## src/rtl/mul_iter_radix_if.sv

```systemverilog
// Request/response bundle between the EX stage and the iterative multiplier.
// The master drives requests; the multiplier connects through the slave modport.
interface mul_iter_radix_if #(
    parameter int XLEN = 32
);
    logic            start;
    logic [1:0]      mul_opcode;
    logic [XLEN-1:0] operand1;
    logic [XLEN-1:0] operand2;
    logic            abort;
    logic [XLEN-1:0] result;
    logic            done;
    logic            busy;

    modport master (
        output start, mul_opcode, operand1, operand2, abort,
        input  result, done, busy
    );

    modport slave (
        input  start, mul_opcode, operand1, operand2, abort,
        output result, done, busy
    );
endinterface

```

## src/rtl/mul_iter_radix.sv

```systemverilog
// Iterative sign-magnitude multiplier for MUL/MULH/MULHSU/MULHU, BITS_PER_CYCLE bits per CALC cycle.
// Optional early exit on an exhausted multiplier: define MUL_ITER_ZERO_SKIP_EN.
module mul_iter_radix #(
    parameter int XLEN           = 32,
    parameter int BITS_PER_CYCLE = 1
) (
    input logic             clk,
    input logic             rst_n,
    mul_iter_radix_if.slave bus
);
    localparam int NITER = XLEN / BITS_PER_CYCLE;
    localparam int CNT_W = $clog2(NITER);

    localparam logic [1:0] S_IDLE = 2'd0;
    localparam logic [1:0] S_CALC = 2'd1;
    localparam logic [1:0] S_FIX  = 2'd2;
    localparam logic [1:0] S_DONE = 2'd3;

    localparam logic [1:0] OP_MUL    = 2'b00;
    localparam logic [1:0] OP_MULH   = 2'b01;
    localparam logic [1:0] OP_MULHSU = 2'b10;

    logic [1:0]        state;
    logic [CNT_W-1:0]  cnt;
    logic [2*XLEN-1:0] mcand;
    logic [2*XLEN-1:0] prod;
    logic [2*XLEN-1:0] pp;
    logic [XLEN:0]     mplier;
    logic [XLEN:0]     mplier_next;
    logic              neg;
    logic              high_half;
    logic              calc_last;
    logic              a_neg_in;
    logic              b_neg_in;
    logic [XLEN:0]     op1_abs;
    logic [XLEN:0]     op2_abs;
    logic [XLEN-1:0]   result_q;
    logic              done_q;
    logic              busy_q;

    // Magnitudes are formed one bit wider so that |most-negative| is exact.
    always_comb begin
        a_neg_in = bus.operand1[XLEN-1] &&
                   (bus.mul_opcode == OP_MULH || bus.mul_opcode == OP_MULHSU);
        b_neg_in = bus.operand2[XLEN-1] && (bus.mul_opcode == OP_MULH);
        op1_abs  = {1'b0, bus.operand1};
        op2_abs  = {1'b0, bus.operand2};
        if (a_neg_in)
            op1_abs = -{1'b1, bus.operand1};
        if (b_neg_in)
            op2_abs = -{1'b1, bus.operand2};
    end

    // mcand is pre-shifted each cycle, so the partial product lands in place.
    assign pp          = mcand * (2*XLEN)'(mplier[BITS_PER_CYCLE-1:0]);
    assign mplier_next = mplier >> BITS_PER_CYCLE;

`ifdef MUL_ITER_ZERO_SKIP_EN
    assign calc_last = (cnt == CNT_W'(NITER - 1)) || (mplier_next == '0);
`else
    assign calc_last = (cnt == CNT_W'(NITER - 1));
`endif

    always_ff @(posedge clk or negedge rst_n) begin
        if (!rst_n) begin
            state     <= S_IDLE;
            cnt       <= '0;
            mcand     <= '0;
            prod      <= '0;
            mplier    <= '0;
            neg       <= 1'b0;
            high_half <= 1'b0;
            result_q  <= '0;
            done_q    <= 1'b0;
            busy_q    <= 1'b0;
        end else begin
            done_q <= 1'b0;
            case (state)
                S_IDLE: begin
                    // busy still high here means this is the done cycle: refuse start.
                    if (busy_q) begin
                        busy_q <= 1'b0;
                    end else if (bus.start && !bus.abort) begin
                        state     <= S_CALC;
                        busy_q    <= 1'b1;
                        mcand     <= (2*XLEN)'(op1_abs);
                        mplier    <= op2_abs;
                        neg       <= a_neg_in ^ b_neg_in;
                        high_half <= (bus.mul_opcode != OP_MUL);
                        prod      <= '0;
                        cnt       <= '0;
                    end
                end
                S_CALC: begin
                    if (bus.abort) begin
                        state  <= S_IDLE;
                        busy_q <= 1'b0;
                    end else begin
                        prod   <= prod + pp;
                        mcand  <= mcand << BITS_PER_CYCLE;
                        mplier <= mplier_next;
                        cnt    <= cnt + CNT_W'(1);
                        if (calc_last)
                            state <= S_FIX;
                    end
                end
                S_FIX: begin
                    if (bus.abort) begin
                        state  <= S_IDLE;
                        busy_q <= 1'b0;
                    end else begin
                        if (neg)
                            prod <= -prod;
                        state <= S_DONE;
                    end
                end
                S_DONE: begin
                    result_q <= high_half ? prod[2*XLEN-1:XLEN] : prod[XLEN-1:0];
                    done_q   <= 1'b1;
                    state    <= S_IDLE;
                end
                default: state <= S_IDLE;
            endcase
        end
    end

    assign bus.result = result_q;
    assign bus.done   = done_q;
    assign bus.busy   = busy_q;
endmodule

```

## src/flat_wrapper.sv

```systemverilog
// flat-port wrapper written by rule: the top's interface ports become plain ports
module mul_iter_radix_flat 
#(
    parameter int XLEN           = 32,
    parameter int BITS_PER_CYCLE = 1
)
  (clk, rst_n, bus_start, bus_mul_opcode, bus_operand1, bus_operand2, bus_abort, bus_result, bus_done, bus_busy);
  mul_iter_radix_if #(.XLEN(XLEN)) bus_i ();
  input logic clk;
  input logic rst_n;
  input wire logic [$bits(bus_i.start)-1:0] bus_start;
  input wire logic [$bits(bus_i.mul_opcode)-1:0] bus_mul_opcode;
  input wire logic [$bits(bus_i.operand1)-1:0] bus_operand1;
  input wire logic [$bits(bus_i.operand2)-1:0] bus_operand2;
  input wire logic [$bits(bus_i.abort)-1:0] bus_abort;
  output wire logic [$bits(bus_i.result)-1:0] bus_result;
  output wire logic [$bits(bus_i.done)-1:0] bus_done;
  output wire logic [$bits(bus_i.busy)-1:0] bus_busy;
  assign bus_i.start = bus_start;
  assign bus_i.mul_opcode = bus_mul_opcode;
  assign bus_i.operand1 = bus_operand1;
  assign bus_i.operand2 = bus_operand2;
  assign bus_i.abort = bus_abort;
  assign bus_result = bus_i.result;
  assign bus_done = bus_i.done;
  assign bus_busy = bus_i.busy;
  mul_iter_radix #(.XLEN(XLEN), .BITS_PER_CYCLE(BITS_PER_CYCLE)) u_core (.clk(clk), .rst_n(rst_n), .bus(bus_i));
endmodule
```

## config.mk

```make
export PLATFORM = sky130hd
export DESIGN_NAME = mul_iter_radix_flat
export DESIGN_NICKNAME = d
export VERILOG_FILES = /design/src/rtl/mul_iter_radix_if.sv /design/src/rtl/mul_iter_radix.sv /design/src/flat_wrapper.sv
export SDC_FILE = /design/constraint.sdc
export NUM_CORES = 1
export LEC_CHECK = 0
export CORE_MARGIN = 2
export CORE_UTILIZATION = 55
export DETAILED_ROUTE_END_ITERATION = 7
export PLACE_DENSITY_LB_ADDON = 0.08
export SLEW_MARGIN = 10
export SYNTH_ARGS = -nofsm -noshare
export SYNTH_HDL_FRONTEND = slang
export SYNTH_SLANG_ARGS = --single-unit
```

## constraint.sdc

```tcl
create_clock -name clk -period 4.3 [get_ports clk]
set_input_delay 0.645 -clock clk [delete_from_list [all_inputs] [get_ports clk]]
set_output_delay 0.645 -clock clk [all_outputs]
set_load 0.05 [all_outputs]
```

; ---- Yosys cells after proc, flatten, opt, wreduce, memory -nomap -nowiden
; Index checks and enable logic that the tools add are counted.
; W data, S select, Z words.
[totals]
regBits = 204
elab_cells = 79
[op_classes]
addsub = 5
multipliers = 1
n_eq_ne = 13
n_mux = 32
bitwise_logic = 2
reduce_logical = 16
[op_table]
columns = operator, count
row1 = $mux W64, 8
row2 = $pmux W64 S3, 1
row3 = $mux W33, 5
row4 = $pmux W64 S2, 1
row5 = $neg A33 Y33, 2
row6 = $pmux W33 S2, 1
row7 = $add A64 B64 Y64, 1
row8 = $mul A64 B1 Y64, 1
row9 = $neg A64 Y64, 1
row10 = $mux W32, 1
row11 = $mux W5, 3
row12 = $mux W2, 5
row13 = $pmux W5 S2, 1
row14 = $pmux W2 S4, 1
row15 = $eq A2 B2 Y1 const B, 3
row16 = $ne A2 B1 Y1 const B, 3
row17 = $ne A2 B2 Y1 const B, 3
row18 = $reduce_and A3 Y1, 2
row19 = $reduce_and A6 Y1, 1
row20 = $reduce_bool A2 Y1, 3
row21 = $add A5 B1 Y5 const B, 1
row22 = $eq A5 B5 Y1 const B, 1
row23 = $eq A2 B1 Y1 const B, 2
row24 = $mux W1, 4
row25 = 12 further kinds, 14

; ---- Depth between registers and ports, before layout
; Gate-level depths: netlist of the first run.
[logic_depth]
ltp_word = 7
mapped_depth = 15

; ---- Worst setup path before layout of the first run
; Ideal clock, no wire load.
[synth_timing]
kind = register -> register
start = reg u_core.mplier[0]
end = reg u_core.prod[62]
setup_time_ns = 0.069
arrival_ns = 3.498
t_required_ns = 4.231
setup_slack_ns = 0.733
stages_incl_launch_ff = 16
n_path_buf = 2
period_less_slack_ns = 3.567
cell_sequence = dfrtp_1 clkbuf_1 clkbuf_1 and2_1 ha_1 inv_1 fa_1 nand2b_1 a21oi_1 o311ai_1 a2111oi_1 o31ai_1 o21ai_1 a21oi_1 or4_1 nand3_1
[synth_via]
elab_chain_cells = 4
[synth_rtl]
columns = element, line_no
row1 = start: declaration, mul_iter_radix.sv:28  ; logic [XLEN:0] mplier;
row2 = start signal: assignment, mul_iter_radix.sv:87  ; mplier <= op2_abs;
row3 = start signal: assignment, mul_iter_radix.sv:101  ; mplier <= mplier_next;
row4 = $mul A64 B1 Y64, mul_iter_radix.sv:55  ; assign pp = mcand * (2*XLEN)'(mplier[BITS_PER_CYCLE-1:0]);
row5 = $add A64 B64 Y64, mul_iter_radix.sv:99  ; prod <= prod + pp;
row6 = $mux W64, mul_iter_radix.sv:95  ; if (bus.abort) begin
row7 = $pmux W64 S3, mul_iter_radix.sv:78  ; case (state)
row8 = end signal: assignment, mul_iter_radix.sv:99
row9 = end signal: assignment, mul_iter_radix.sv:113  ; prod <= -prod;
row10 = end: declaration, mul_iter_radix.sv:26  ; logic [2*XLEN-1:0] prod;
; Every way passes these cells. The select of a mux whose other input is x is not followed.
; A chain may end at the register's enable or synchronous reset.

; ---- Worst setup path in the final report of the first run
[layout_timing]
start = reg u_core.mplier[0]
end = reg u_core.prod[50]
; Same word-level chain as after synthesis.

==> results of run 1 <==
## logic make-up (layout without fill, tap and decap cells)
group / Yosys count / in the layout / share of synthesized area, %
adders and majority gates: 75 / 75 / 6.00
xor gates and xnor gates: 101 / 101 / 5.61
buffers and inverters: 177 / 236 / 4.30
muxes: 41 / 41 / 2.60
DFF: 204 / 204 / 32.4
AOI/OAI and AO/OA: 648 / 648 / 24.3
and+or+nand+nor: 812 / 812 / 24.9
## layer usage
metal,GRT usage (%),vias to the layer above,wire [µm]
li1,-,7508,-
met1,44.0,7321,21200
met2,49.2,626,21300
met3,3.73,124,3610
met4,13.2,0,2060
met5,0,-,0
## worst max-delay path, delay by kind of cell (launching register included)
family / cells / cell delay (ps)
compound gates: 8 / 2150
flops: 1 / 430
xor+xnor: 1 / 160
buf+inv: 3 / 610
simple gates: 1 / 160
fa+ha+maj: 1 / 340
## power by group through the flow
stage | logic, mW | registers (mW) | clock network [mW]
2_1_floorplan | 3.78 | 3.24 | 0
3_3_place_gp | 5.41 | 3.01 | 0
3_5_place_dp | 5.54 | 3.02 | 0
4_1_cts | 5.56 | 2.99 | 2.36
5_1_grt | 6.19 | 3.08 | 2.44
6_report | 5.64 | 3.01 | 2.34
## placed cells by master, fill, tap and decap left out, types with 54 or more instances in the layout
cell / n
sky130_fd_sc_hd__dfrtp_1: 203
sky130_fd_sc_hd__nor2_1: 194
sky130_fd_sc_hd__a21oi_1: 220
sky130_fd_sc_hd__ha_1: 72
sky130_fd_sc_hd__nor3_1: 61
sky130_fd_sc_hd__nand2_1: 254
sky130_fd_sc_hd__and2_1: 76
sky130_fd_sc_hd__clkdlybuf4s50_1: 102
sky130_fd_sc_hd__nand3_1: 62
sky130_fd_sc_hd__xnor2_1: 54
sky130_fd_sc_hd__o21ai_0: 215
## state kept, by name, indices dropped and copies added (netlist names)
| signal | flops |
|---|---|
| u_core.bus.result | 32 |
| u_core.mcand | 64 |
| u_core.mplier | 33 |
| u_core.bus.busy | 1 |
| u_core.bus.done | 1 |
| u_core.high_half | 1 |
| u_core.state | 2 |
| u_core.cnt | 5 |
| u_core.prod | 64 |
| u_core.neg | 1 |
## stage by stage
| stage | area (µm²) | utilization, % | total power, mW | cells | worst slack (ps) |
|---|---|---|---|---|---|
| 3_5_place_dp | 17100 | 61.0 | 8.56 | 2449 | 406 |
| 5_1_grt | 18000 | 64.3 | 11.7 | 2495 | 153 |
| 4_1_cts | 18000 | 64.3 | 10.9 | 2495 | 396 |
| 3_3_place_gp | 17100 | 61.0 | 8.42 | 2449 | 518 |
| 2_1_floorplan | 15800 | - | 7.02 | 2058 | 733 |
| 6_report | 18000 | 64.3 | 11.0 | 2495 | 338 |
## worst paths after layout
path                              startpoint                    to  slack [ps]  depth (start not counted)
setup / recovery            u_core.mplier[0]       u_core.prod[50]         340                         14
hold / removal                         rst_n  u_core.bus.result[8]         150                          1
setup reg to reg            u_core.mplier[0]       u_core.prod[50]         340                         14
hold reg to reg            u_core.mplier[30]     u_core.mplier[30]         480                          2
max in group asynchronous              rst_n       u_core.prod[28]        3240                          2
min in group clk           u_core.mplier[30]     u_core.mplier[30]         480                          2
## area by class of cell
class | instances | area share, %
Multi-Input combinational cell | 1677 | 55.6
Sequential cell | 204 | 28.3
Timing Repair Buffer | 137 | 7.23
Clock buffer | 33 | 3.97
Tap cell | 378 | 2.63
Clock inverter | 13 | 1.11
Inverter | 53 | 1.10
==> results.tsv, run 1 <==
metric	value	unit
post_synth.cell_area_avg	7.66	µm²
largest_net_degree_at_the_start_of_global_routing	125	
finalHoldWorstSlack	151	ps
clock.fmax	0.252	GHz
leakagePower	7.96	nW
yosys_warnings	0	
io-pin-count	104	
die-width	173	µm
globalRouteTotalUtil	31.4	%
power.share.sequential	27.4	%
port-buffer-count	103	
fp.dieH	173	µm
grt_remaining_overflow	0	
ctsRootBufferMaster	sky130_fd_sc_hd__clkbuf_16	
timing.final.setup_violations	0	
cts-root-to-sink-buffers	3	
critPathLaunchType	register	
max_slew.worst_pin.slew	1050	ps
power.switching	5.09	mW
netlist_top_cells_area	sky130_fd_sc_hd__dfrtp_1, sky130_fd_sc_hd__a21oi_1, sky130_fd_sc_hd__o21ai_0	
worst_path_largest_cell_delay	680	ps
start_util	56.3	%
multiInputGateArea	10000	µm²
register_area	5110	µm²
via_density_per_instance	6.24	
cts_inserted_buffers	25	
synth_seq_cells	204	
yosysSeqAreaShare	32.4	%
critPathKind	register to register	
syn2layout_area_growth	14.2	%
synth-async-reset-ratio	100	%
grt_first_pass_wirelength	76.7	mm
slew_headroom	30.2	%
final-hold-violation-count	0	
vias_in_the_first_global_route	14400	
drtIter0Drc	1467	
sw_frac_of_total	46.3	%
rsz0062_at_grt	false	
tritoncts	built	
share_comb_of_total_power	51.3	%
die-area	30000	µm²
synth_cells	2058	
synth.largest_area_cell	sky130_fd_sc_hd__dfrtp_1	
totalWireLength	48.2	mm
fillers	2518	
clock_power_share	21.3	%
finalCriticalPeriod	3960	ps
route.detailed.wl_per_inst	19.3	µm
totalNegativeSetupSlack	0	ps
synth.top_cells.by_count	sky130_fd_sc_hd__nand2_1, sky130_fd_sc_hd__a21oi_1, sky130_fd_sc_hd__o21ai_0	
worstPathArrival	4380	ps
drt_pass1_iterations	6	
routabilityCongestion	0.983	
hold_buffers	0	
synth_edf_count	0	
core.rowCount	61	
clock_sink_count	204	
post-synth-top-count-cell	sky130_fd_sc_hd__nand2_1	
clock_tree.htree_level_count	1	
coreArea	28000	µm²
via_count	15600	
required	4710	ps
yosys.area.top_type_share	32.4	%
synth_cell_type_count	76	
critical_path.endpoint_type	register	
outcome	completed	
drive_gt1_share	5.15	%
worst_ir_drop_vdd	0.350	mV
cell_internal_power	5.89	mW
power_per_cell_area	609	nW/µm²
path_cells	buf_4 > and2_1 > ha_1 > o21ai_0 > a21oi_1 > o311ai_1 > a2111oi_1 > buf_4 > o31ai_1 > o21ai_1 > buf_4 > a21boi_0 > xor2_1 > o21ai_0	
setup_skew	13.4	ps
period_utilization_post_route	92.1	%
antennaDiodeCount	0	
cts_setup_buffers	0	
antenna_found_initial	0	
drt_drc_violations_left	0	
syn-cell-area	15800	µm²
hold_path_class	input pin to async pin	
syn-num-nets	2203	
crit_fanout	22	
post_detailed_placement_half_perimeter_wirelength	36.2	mm
clk_transition_reported_paths	60	ps
worstSkewPairLatency	540	ps
report.final.slew_viol_count	0	
drv.max_cap_violation_count	0	
path_common_cell	sky130_fd_sc_hd__buf_4	
cts_repair_resize_count	0	
synth-main-ff-cell	sky130_fd_sc_hd__dfrtp_1	
final_net_count	2243	
slowest_stage	sky130_fd_sc_hd__o31ai_1	
detail-route-antenna-nets	0	
Note: power is estimated with default switching activity, not from simulation.
==> run 2: changes to the inputs <==
clock period = 4.15 ns   (was 4.3 ns; I/O delays follow)
==> results.tsv, run 2 (same netlist as run 1, synthesis figures left out) <==
metric	value	unit	change
route.detailed.wl_per_inst	19.0	µm	-1.6%
final-hold-violation-count	0		unchanged
final_net_count	2243		unchanged
grt_first_pass_wirelength	75.7	mm	-1.4%
worst_ir_drop_vdd	0.355	mV	+1.4%
period_utilization_post_route	92.6	%	+0.46 points
die-width	173	µm	unchanged
detail-route-antenna-nets	0		unchanged
dp_worst_setup_slack	359	ps	-47.4 ps
port-buffer-count	103		unchanged
rsz0062_at_grt	false		
required	4560	ps	-150 ps
finalCriticalPeriod	3840	ps	-119 ps
clock_tree.htree_level_count	1		unchanged
largest_registers	u_core.mcand x64, u_core.prod x64, u_core.mplier x33		
hold_path_class	input pin to async pin		
final_cell_area	17900	µm²	-0.60%
globalRouteTotalUtil	30.8	%	-0.58 points
clock.fmax	0.260	GHz	+3.1%
critPathLaunchType	register		
tritoncts	built		
clock_sink_count	204		unchanged
power_per_cell_area	621	nW/µm²	+1.9%
fillers	2585		+2.7%
fin_ws	307	ps	-31.0 ps
cts_setup_buffers	0		unchanged
outcome	completed		
drt_drc_violations_left	0		unchanged
crit_fanout	39		+77%
largest_net_degree_at_the_start_of_global_routing	109		-13%
critPathKind	register to register		
mostFrequentLayoutCell	sky130_fd_sc_hd__nand2_1		
cts_repair_resize_count	0		unchanged
drv.max_cap_violation_count	0		unchanged
drive_gt1_share	4.82	%	-0.33 points
start_util	56.3	%	unchanged
worst_r2r_startpoint	u_core.mplier[0]		
report.final.slew_viol_count	0		unchanged
syn2layout_area_growth	13.5	%	
worstSkewPairLatency	530	ps	about the same
core.rowCount	61		unchanged
antenna_found_initial	0		unchanged
rrSetupSlack	310	ps	-30 ps
leakagePower	7.89	nW	-0.78%
totalNegativeSetupSlack	0	ps	unchanged
fp.dieH	173	µm	unchanged
cts_inserted_buffers	24		-4.0%
via_count	15600		-0.0064%
origin_of_the_worst_setup_path	u_core.mplier[0]		
vias_in_the_first_global_route	14500		+1.1%
detailed_place.area	17100	µm²	+0.12%
cts-root-to-sink-buffers	3		unchanged
io-pin-count	104		unchanged
setup_skew	8.38	ps	-5.04 ps
antennaDiodeCount	0		unchanged
routabilityCongestion	0.969		-1.4%
timing.final.setup_violations	0		unchanged
totalWireLength	47.4	mm	-1.7%
drtIter0Drc	1381		-5.9%
ctsRootBufferMaster	sky130_fd_sc_hd__clkbuf_16		
drt_pass1_iterations	6		unchanged
layout_common_cells	sky130_fd_sc_hd__nand2_1, sky130_fd_sc_hd__a21oi_1, sky130_fd_sc_hd__o21ai_0		
max_slew.worst_pin.slew	1010	ps	-35.8 ps
hold_buffers	0		unchanged
clk_transition_reported_paths	60	ps	about the same
coreArea	28000	µm²	unchanged
critical_path.endpoint_type	register		
post_detailed_placement_half_perimeter_wirelength	35.9	mm	-0.82%
grt_remaining_overflow	0		unchanged
power	11.1	mW	+1.3%
die-area	30000	µm²	unchanged
worstPathArrival	4260	ps	-120 ps
slew_headroom	32.6	%	+2.4 points
via_density_per_instance	6.25		about the same
[run 2: where the power goes]
group	leakage [nW]	total, mW	internal (mW)	switching [mW]
Sequential	2.72	3.12	2.52	0.598
Clock	0.380	2.16	1.27	0.884
Combinational	4.80	5.84	2.08	3.76
Total	7.89	11.1	5.87	5.25
[run 2: worst paths after layout]
kind                                   endpoint  depth (start not counted)
min in group clk              u_core.mplier[26]                          2
setup reg to reg                u_core.prod[45]                         12
hold reg to reg               u_core.mplier[26]                          2
max in group asynchronous     u_core.mplier[17]                          2
setup / recovery                u_core.prod[45]                         12
hold / removal             u_core.bus.result[8]                          1
[run 2: area by class of cell]
class | instances | area, µm² | share of cell area, %
Tap cell | 378 | 473 | 2.64
Clock buffer | 32 | 641 | 3.58
Timing Repair Buffer | 138 | 1320 | 7.39
Inverter | 53 | 199 | 1.11
Clock inverter | 11 | 146 | 0.818
Multi-Input combinational cell | 1677 | 10000 | 56.0
Sequential cell | 204 | 5110 | 28.5
[run 2: per-layer routing]
| metal | track usage (%) | up-vias | wire length, µm |
|---|---|---|---|
| met4 | 11.4 | 0 | 1760 |
| li1 | - | 7481 | - |
| met5 | 0 | - | 0 |
| met3 | 5.26 | 118 | 3810 |
| met2 | 48.6 | 655 | 20900 |
| met1 | 42.6 | 7324 | 20900 |
[run 2: stage by stage]
step	std cells	hold WS (ps)	utilization, %
final	2493	117	63.9
after global routing	2493	185	63.9
after CTS	2493	148	63.9
after detailed placement	2450	471	61.1
after global placement	2450	461	61.1
after floorplan	2058	327	-
[run 2: critical path, cell delays in order (launching register included)]
cell and delay (ps):
sky130_fd_sc_hd__dfrtp_1 470, sky130_fd_sc_hd__buf_4 270, sky130_fd_sc_hd__and2_1 190, sky130_fd_sc_hd__ha_1 430, sky130_fd_sc_hd__nand4_1 240, sky130_fd_sc_hd__nor4_1 450
sky130_fd_sc_hd__nand3_1 140, sky130_fd_sc_hd__o21ai_0 370, sky130_fd_sc_hd__nor4_1 120, sky130_fd_sc_hd__o21bai_1 420, sky130_fd_sc_hd__a21oi_1 160, sky130_fd_sc_hd__xnor2_1 170
sky130_fd_sc_hd__a221o_1 300
==> run 3: changes to the inputs <==
TNS_END_PERCENT = 1   (was unset)
==> results of run 3 <==
The final DEF is identical to that of run 2; final timing and power are the same.
